<file path="src/rtl/fp_arb_pkg.sv">
// Shared types for the multiplier arbiter: tag slot layout and FloPoCo exception codes.
// Tag ids are sized for the largest supported requester count.
package fp_arb_pkg;

  localparam int MaxNumReq  = 8;
  localparam int MaxIdWidth = $clog2(MaxNumReq);

  localparam logic [1:0] ExcZero   = 2'b00;
  localparam logic [1:0] ExcNormal = 2'b01;
  localparam logic [1:0] ExcInf    = 2'b10;
  localparam logic [1:0] ExcNan    = 2'b11;

  typedef struct packed {
    logic                  vld;
    logic [MaxIdWidth-1:0] id;
  } tag_t;

endpackage

</file>
<file path="src/rtl/FPMult.sv">
// FloPoCo-format multiplier {exc[1:0], sign, exp, mant}, round-to-nearest-even, flush-to-zero.
// Result appears Latency cycles after X/Y are presented; free-running, no enable.
module FPMult
  import fp_arb_pkg::*;
#(
  parameter int DataWidth = 34,
  parameter int Latency   = 3
) (
  input  logic                 clk,
  input  logic                 rst_ni,
  input  logic [DataWidth-1:0] X,
  input  logic [DataWidth-1:0] Y,
  output logic [DataWidth-1:0] R
);

  localparam int EW   = (DataWidth == 18) ? 5 : 8;
  localparam int MW   = DataWidth - 3 - EW;
  localparam int Bias = (1 << (EW - 1)) - 1;

  logic [1:0]           xe, ye;
  logic                 xs, ys, sgn;
  logic [EW-1:0]        xx, yx;
  logic [MW-1:0]        xm, ym, mant;
  logic [2*MW+1:0]      prod;
  logic                 guard, sticky, rnd_up;
  logic [MW:0]          mant_r;
  logic [EW+2:0]        exp_s;
  logic [DataWidth-1:0] res;
  logic [DataWidth-1:0] r_q [Latency];
  logic [DataWidth-1:0] r_d [Latency];

  assign {xe, xs, xx, xm} = X;
  assign {ye, ys, yx, ym} = Y;
  assign sgn = xs ^ ys;

  always_comb begin
    mant   = '0;
    guard  = 1'b0;
    sticky = 1'b0;
    prod   = (2*MW+2)'({1'b1, xm}) * (2*MW+2)'({1'b1, ym});
    if (prod[2*MW+1]) begin
      mant   = prod[2*MW:MW+1];
      guard  = prod[MW];
      sticky = |prod[MW-1:0];
    end else begin
      mant   = prod[2*MW-1:MW];
      guard  = prod[MW-1];
      sticky = |prod[MW-2:0];
    end
    rnd_up = guard & (sticky | mant[0]);
    mant_r = {1'b0, mant} + (MW+1)'(rnd_up);
    // Rounding carry-out leaves mant_r[MW-1:0] all zero, so only the exponent needs bumping.
    exp_s  = (EW+3)'(xx) + (EW+3)'(yx) - (EW+3)'(Bias)
           + (EW+3)'(prod[2*MW+1]) + (EW+3)'(mant_r[MW]);

    res = {ExcNormal, sgn, exp_s[EW-1:0], mant_r[MW-1:0]};
    if (xe == ExcNan || ye == ExcNan || (xe == ExcInf && ye == ExcZero) ||
        (xe == ExcZero && ye == ExcInf))
      res = {ExcNan, sgn, {(DataWidth-3){1'b0}}};
    else if (xe == ExcInf || ye == ExcInf)
      res = {ExcInf, sgn, {(DataWidth-3){1'b0}}};
    else if (xe == ExcZero || ye == ExcZero || exp_s[EW+2])
      res = {ExcZero, sgn, {(DataWidth-3){1'b0}}};
    else if (|exp_s[EW+1:EW])
      res = {ExcInf, sgn, {(DataWidth-3){1'b0}}};
  end

  always_comb begin
    r_d[0] = res;
    for (int i = 1; i < Latency; i++) r_d[i] = r_q[i-1];
  end

  always_ff @(posedge clk) begin
    for (int i = 0; i < Latency; i++) begin
      if (!rst_ni) r_q[i] <= '0;
      else         r_q[i] <= r_d[i];
    end
  end

  assign R = r_q[Latency-1];

endmodule

</file>
<file path="src/rtl/fp_rr_arbiter.sv">
// Combinational round-robin pick over req_i, searching from ptr_i upward with wrap.
// Zero latency; produces a one-hot grant and the winner index (0 when nothing is requested).
module fp_rr_arbiter #(
  parameter int  NumReq  = 4,
  localparam int IdWidth = $clog2(NumReq)
) (
  input  logic [NumReq-1:0]  req_i,
  input  logic [IdWidth-1:0] ptr_i,
  output logic [NumReq-1:0]  gnt_o,
  output logic [IdWidth-1:0] idx_o
);

  logic [IdWidth:0] cand;
  logic             found;

  always_comb begin
    gnt_o = '0;
    idx_o = '0;
    found = 1'b0;
    cand  = '0;
    for (int i = 0; i < NumReq; i++) begin
      cand = {1'b0, ptr_i} + (IdWidth+1)'(i);
      if (cand >= (IdWidth+1)'(NumReq)) cand = cand - (IdWidth+1)'(NumReq);
      if (!found && req_i[cand[IdWidth-1:0]]) begin
        found                    = 1'b1;
        gnt_o[cand[IdWidth-1:0]] = 1'b1;
        idx_o                    = cand[IdWidth-1:0];
      end
    end
  end

endmodule

</file>
<file path="src/rtl/fp_mult_arbiter.sv">
// Round-robin sharing of one pipelined FPMult among NumReq lanes; result returns Latency cycles after issue.
// Grant is Mealy on valid; the tag pipe never stalls, so requesters must always sink responses.
module fp_mult_arbiter
  import fp_arb_pkg::*;
#(
  parameter int  NumReq    = 4,
  parameter int  DataWidth = 34,
  parameter int  Latency   = 3,
  localparam int IdWidth   = $clog2(NumReq)
) (
  input  logic                        clk_i,
  input  logic                        rst_i,
  input  logic [NumReq-1:0]           req_valid_i,
  output logic [NumReq-1:0]           req_ready_o,
  input  logic [NumReq*DataWidth-1:0] req_a_i,
  input  logic [NumReq*DataWidth-1:0] req_b_i,
  output logic [NumReq-1:0]           rsp_valid_o,
  output logic [DataWidth-1:0]        rsp_data_o,
  output logic [IdWidth-1:0]          rsp_id_o,
  output logic                        busy_o
);

  logic [IdWidth-1:0]   ptr_q, ptr_d, win_idx;
  logic [NumReq-1:0]    gnt;
  logic                 issue;
  logic [DataWidth-1:0] mul_x, mul_y;
  logic                 mult_rst_n;
  tag_t                 tag_q [Latency];
  tag_t                 tag_d [Latency];
  tag_t                 tag_out;

  fp_rr_arbiter #(.NumReq(NumReq)) u_arb (
    .req_i (req_valid_i),
    .ptr_i (ptr_q),
    .gnt_o (gnt),
    .idx_o (win_idx)
  );

  assign req_ready_o = rst_i ? '0 : gnt;
  assign issue       = |req_ready_o;
  assign mult_rst_n  = ~rst_i;

  always_comb begin
    mul_x = '0;
    mul_y = '0;
    ptr_d = ptr_q;
    if (issue) begin
      mul_x = req_a_i[int'(win_idx)*DataWidth +: DataWidth];
      mul_y = req_b_i[int'(win_idx)*DataWidth +: DataWidth];
      ptr_d = (int'(win_idx) == NumReq - 1) ? '0 : win_idx + 1'b1;
    end
    tag_d[0].vld = issue;
    tag_d[0].id  = MaxIdWidth'(win_idx);
    for (int i = 1; i < Latency; i++) tag_d[i] = tag_q[i-1];
  end

  always_ff @(posedge clk_i) begin
    if (rst_i) begin
      ptr_q <= '0;
      for (int i = 0; i < Latency; i++) tag_q[i] <= '0;
    end else begin
      ptr_q <= ptr_d;
      for (int i = 0; i < Latency; i++) tag_q[i] <= tag_d[i];
    end
  end

  FPMult #(.DataWidth(DataWidth), .Latency(Latency)) u_mult (
    .clk    (clk_i),
    .rst_ni (mult_rst_n),
    .X      (mul_x),
    .Y      (mul_y),
    .R      (rsp_data_o)
  );

  // The tag and the multiplier pipe have equal depth, so the last tag owns R this cycle.
  assign tag_out     = tag_q[Latency-1];
  assign rsp_valid_o = tag_out.vld ? (NumReq'(1) << tag_out.id) : '0;
  assign rsp_id_o    = tag_out.id[IdWidth-1:0];

  always_comb begin
    busy_o = 1'b0;
    for (int i = 0; i < Latency; i++) busy_o = busy_o | tag_q[i].vld;
  end

endmodule

</file>
<file path="config.mk">
export PLATFORM = sky130hd
export DESIGN_NAME = fp_mult_arbiter
export DESIGN_NICKNAME = d
export VERILOG_FILES = /design/src/rtl/fp_arb_pkg.sv /design/src/rtl/FPMult.sv /design/src/rtl/fp_rr_arbiter.sv /design/src/rtl/fp_mult_arbiter.sv
export SDC_FILE = /design/constraint.sdc
export NUM_CORES = 2
export LEC_CHECK = 0
export CAP_MARGIN = 20
export CORE_MARGIN = 3
export CORE_UTILIZATION = 60
export CTS_BUF_LIST = sky130_fd_sc_hd__clkbuf_16
export CTS_CLUSTER_DIAMETER = 150
export DETAILED_ROUTE_END_ITERATION = 10
export PLACE_DENSITY = 0.93
export SLEW_MARGIN = 20
export SYNTH_ARGS = -nofsm -noshare
export SYNTH_HDL_FRONTEND = slang
export SYNTH_SLANG_ARGS = --single-unit
</file>
<file path="constraint.sdc">
create_clock -name clk_i -period 25.7 [get_ports clk_i]
set_input_delay 3.855 -clock clk_i [delete_from_list [all_inputs] [get_ports clk_i]]
set_output_delay 3.855 -clock clk_i [all_outputs]
set_load 0.01 [all_outputs]
</file>
==> impl_metrics.toml <==
[sta]
relSlewSlack_pct = 16.8
slew_viol_final = 0
finalCritPeriodShare_pct = 77.9
hold_viol_final = 0
layout_min_cycle_time_ns = 20.03
clock.fmax_mhz = 49.9
worstMarginPinSlew_ns = 1.22
hold_ws_ns = 0.434
setup_tns_ns = 0
rsz0062_at_grt = "no"
fin_skew_ns = 0.0287
setup_violations = 0

[setup_path]
critPathKind = "primary input to flip-flop"
cp_num_buf_inv = 11
cp-end-kind = "flip-flop"
crit_path_top_delay_cell = "o21ai_2"
cp_max_fo = 63
crit_arrival_ns = 20.42
critPathLaunchType = "primary input"
slowest_delay_ns = 0.86
crit_family = "compound AO/OA/AOI/OAI gates"
cp.required_ns = 26.09

[synthesis]
ys_warn_count = 0
ys_types = 91
syn_nets = 4111
synthArstFlopShare_pct = 0
synth_edf_count = 0
synth-main-ff-cell = "dfxtp_1"
synthCells = 3154
synthTopCellsByArea = "fa_1 36%, ha_1 9.2%, dfxtp_1 8.5%, inv_1 8.4%, nand2_1 5.5%"
yosysSeqAreaShare_pct = 8.49
syn_area_per_cell_um2 = 8.45
synth.top_cell.area_share_pct = 36.3
syn_area_um2 = 26700
ys_seq_elements = 113
yosys.area.top_type = "fa_1"

[drt]
vias = 25000
drcViolationCount = 0
wl_per_cell_um = 24.4
routed_wirelength_um = 97700
ant_nets = 0
dr.pass1.iters = 10
drtIter0Drc = 3212
viasPerCell = 6.25

[worst_hold_path]
hold_class = "flip-flop to flip-flop"

[placement]
gp_congestion = 1.10
place_inst = 3959
placed_cell_area_um2 = 30400
port_buffers = 322
hpwl_um = 77300

[floorplanning]
start_util_pct = 61.3
die_area_um2 = 47000
core.rowCount = 76
coreArea_um2 = 43500
die_height_um = 217
die_x_um = 217
io_pins = 323

[final_layout]
fillers = 3016
drive_gt1_share_pct = 4.81
syn2layout_area_growth_pct = 16.6
mostFrequentLayoutCells = "599 x inv_1, 484 x fa_1, 387 x nand2_1, 345 x nor2_1, 321 x clkdlybuf4s50_1"
final_common_cell = "inv_1"
postLayoutCellArea_um2 = 31100
fin_nets = 4360
finalNonFillerCells = 4001

[grt]
first_global_vias = 26000
grt_pass1_wl_um = 149000
antenna_found_initial = 12
grtUsageTotal_pct = 41.3
overflow = 0
grt_max_degree = 84

[clocking]
hold_buffers = 0
clock_path_buffers = 3
cts.clk_slew.worst_paths_ns = 0.06
clock_latency_ns = 0.46
clockRootBuffer = "clkbuf_16"
cts_max_level = 4
cts.sinks = 113
cts_setup_buffers = 0
cts_inserted_buffers = 25
ctsResizeCount = 0
cts_tree = "done"

[outcome]
outcome = "finished clean"

[job]
drv_cap = 0
## flip-flops by register name (all words and copies together) (netlist names)
register	flops
tag_q	9
u_mult.r_q	102
ptr_q	2
## synth_stat cells (8+ instances only)
| cell | count |
|---|---|
| and2_1 | 17 |
| clkbuf_1 | 100 |
| a311oi_1 | 19 |
| and4_1 | 8 |
| a211oi_1 | 33 |
| nand4_1 | 21 |
| o21ai_1 | 11 |
| xnor2_1 | 44 |
| nor3_1 | 34 |
| nor2b_1 | 79 |
| xor2_1 | 25 |
| dfxtp_1 | 113 |
| a21o_1 | 21 |
| o21a_1 | 13 |
| nand2_1 | 388 |
| a211o_1 | 8 |
| buf_2 | 27 |
| and3_1 | 30 |
| nor2_1 | 346 |
| nand3_1 | 39 |
| o211ai_1 | 12 |
| mux2_2 | 44 |
| buf_1 | 8 |
| inv_1 | 596 |
| ha_1 | 195 |
| or3_1 | 28 |
| a31oi_1 | 9 |
| mux2i_1 | 111 |
| or2_2 | 9 |
| fa_1 | 484 |
| o21ai_0 | 60 |
| nand2b_1 | 21 |
| nor4_1 | 12 |
| a21oi_1 | 76 |
## per-stage QoR
step	worst slack [ns]	util [%]
final	5.67	71.5
after global routing	5.18	71.5
after CTS	5.37	71.4
after detailed placement	5.34	69.9
after global placement	5.78	69.9
after floorplan	9.66	-
## layer usage
metal / wire (µm) / GRT usage, % / part of all wire [%] / vias up
li1: - / - / - / 10400
met4: 8190 / 24.7 / 8.4 / 8
met1: 32100 / 48.0 / 33 / 11800
met2: 42000 / 63.5 / 43 / 2109
met5: 90 / 1.88 / 0.092 / -
met3: 15400 / 17.8 / 16 / 642
## worst paths after layout
check | cells after the start | slack, ns | to | start
hold reg to reg | 1 | 0.43 | u_mult.r_q[1][8]$_SDFF_PP0_ | u_mult.r_q[0][8]$_SDFF_PP0_
setup / recovery | 46 | 5.67 | u_mult.r_q[0][19]$_SDFF_PP0_ | req_valid_i[0]
setup reg to reg | 47 | 8.22 | u_mult.r_q[0][19]$_SDFF_PP0_ | ptr_q[0]$_SDFFE_PP0P_
hold / removal | 1 | 0.43 | u_mult.r_q[1][8]$_SDFF_PP0_ | u_mult.r_q[0][8]$_SDFF_PP0_
## area by class of cell
cell class | count | area [µm²] | area share, %
timing repair buffer | 363 | 3530 | 11.4
antenna | 9 | 22.5 | 0.0725
tap | 585 | 732 | 2.36
clock buffer | 25 | 626 | 2.01
inverter | 600 | 2250 | 7.25
sequential | 113 | 2260 | 7.28
clock inverter | 6 | 48.8 | 0.157
multi-input combinational | 2300 | 21600 | 69.5
## logic make-up (layout without fill, tap and decap cells)
logic type,count (synthesis),after routing,share of synthesized area [%]
simple gates,1064,1064,18.1
flops,113,113,8.49
fa+ha+maj,679,679,45.5
xor+xnor,71,71,2.43
buf+inv,741,994,10.6
mux,158,158,6.24
other cells,0,9,0
compound gates,328,328,8.57
Power is not shown: default switching activity piles up to over one toggle a cycle in this logic, so the estimate is an artifact.
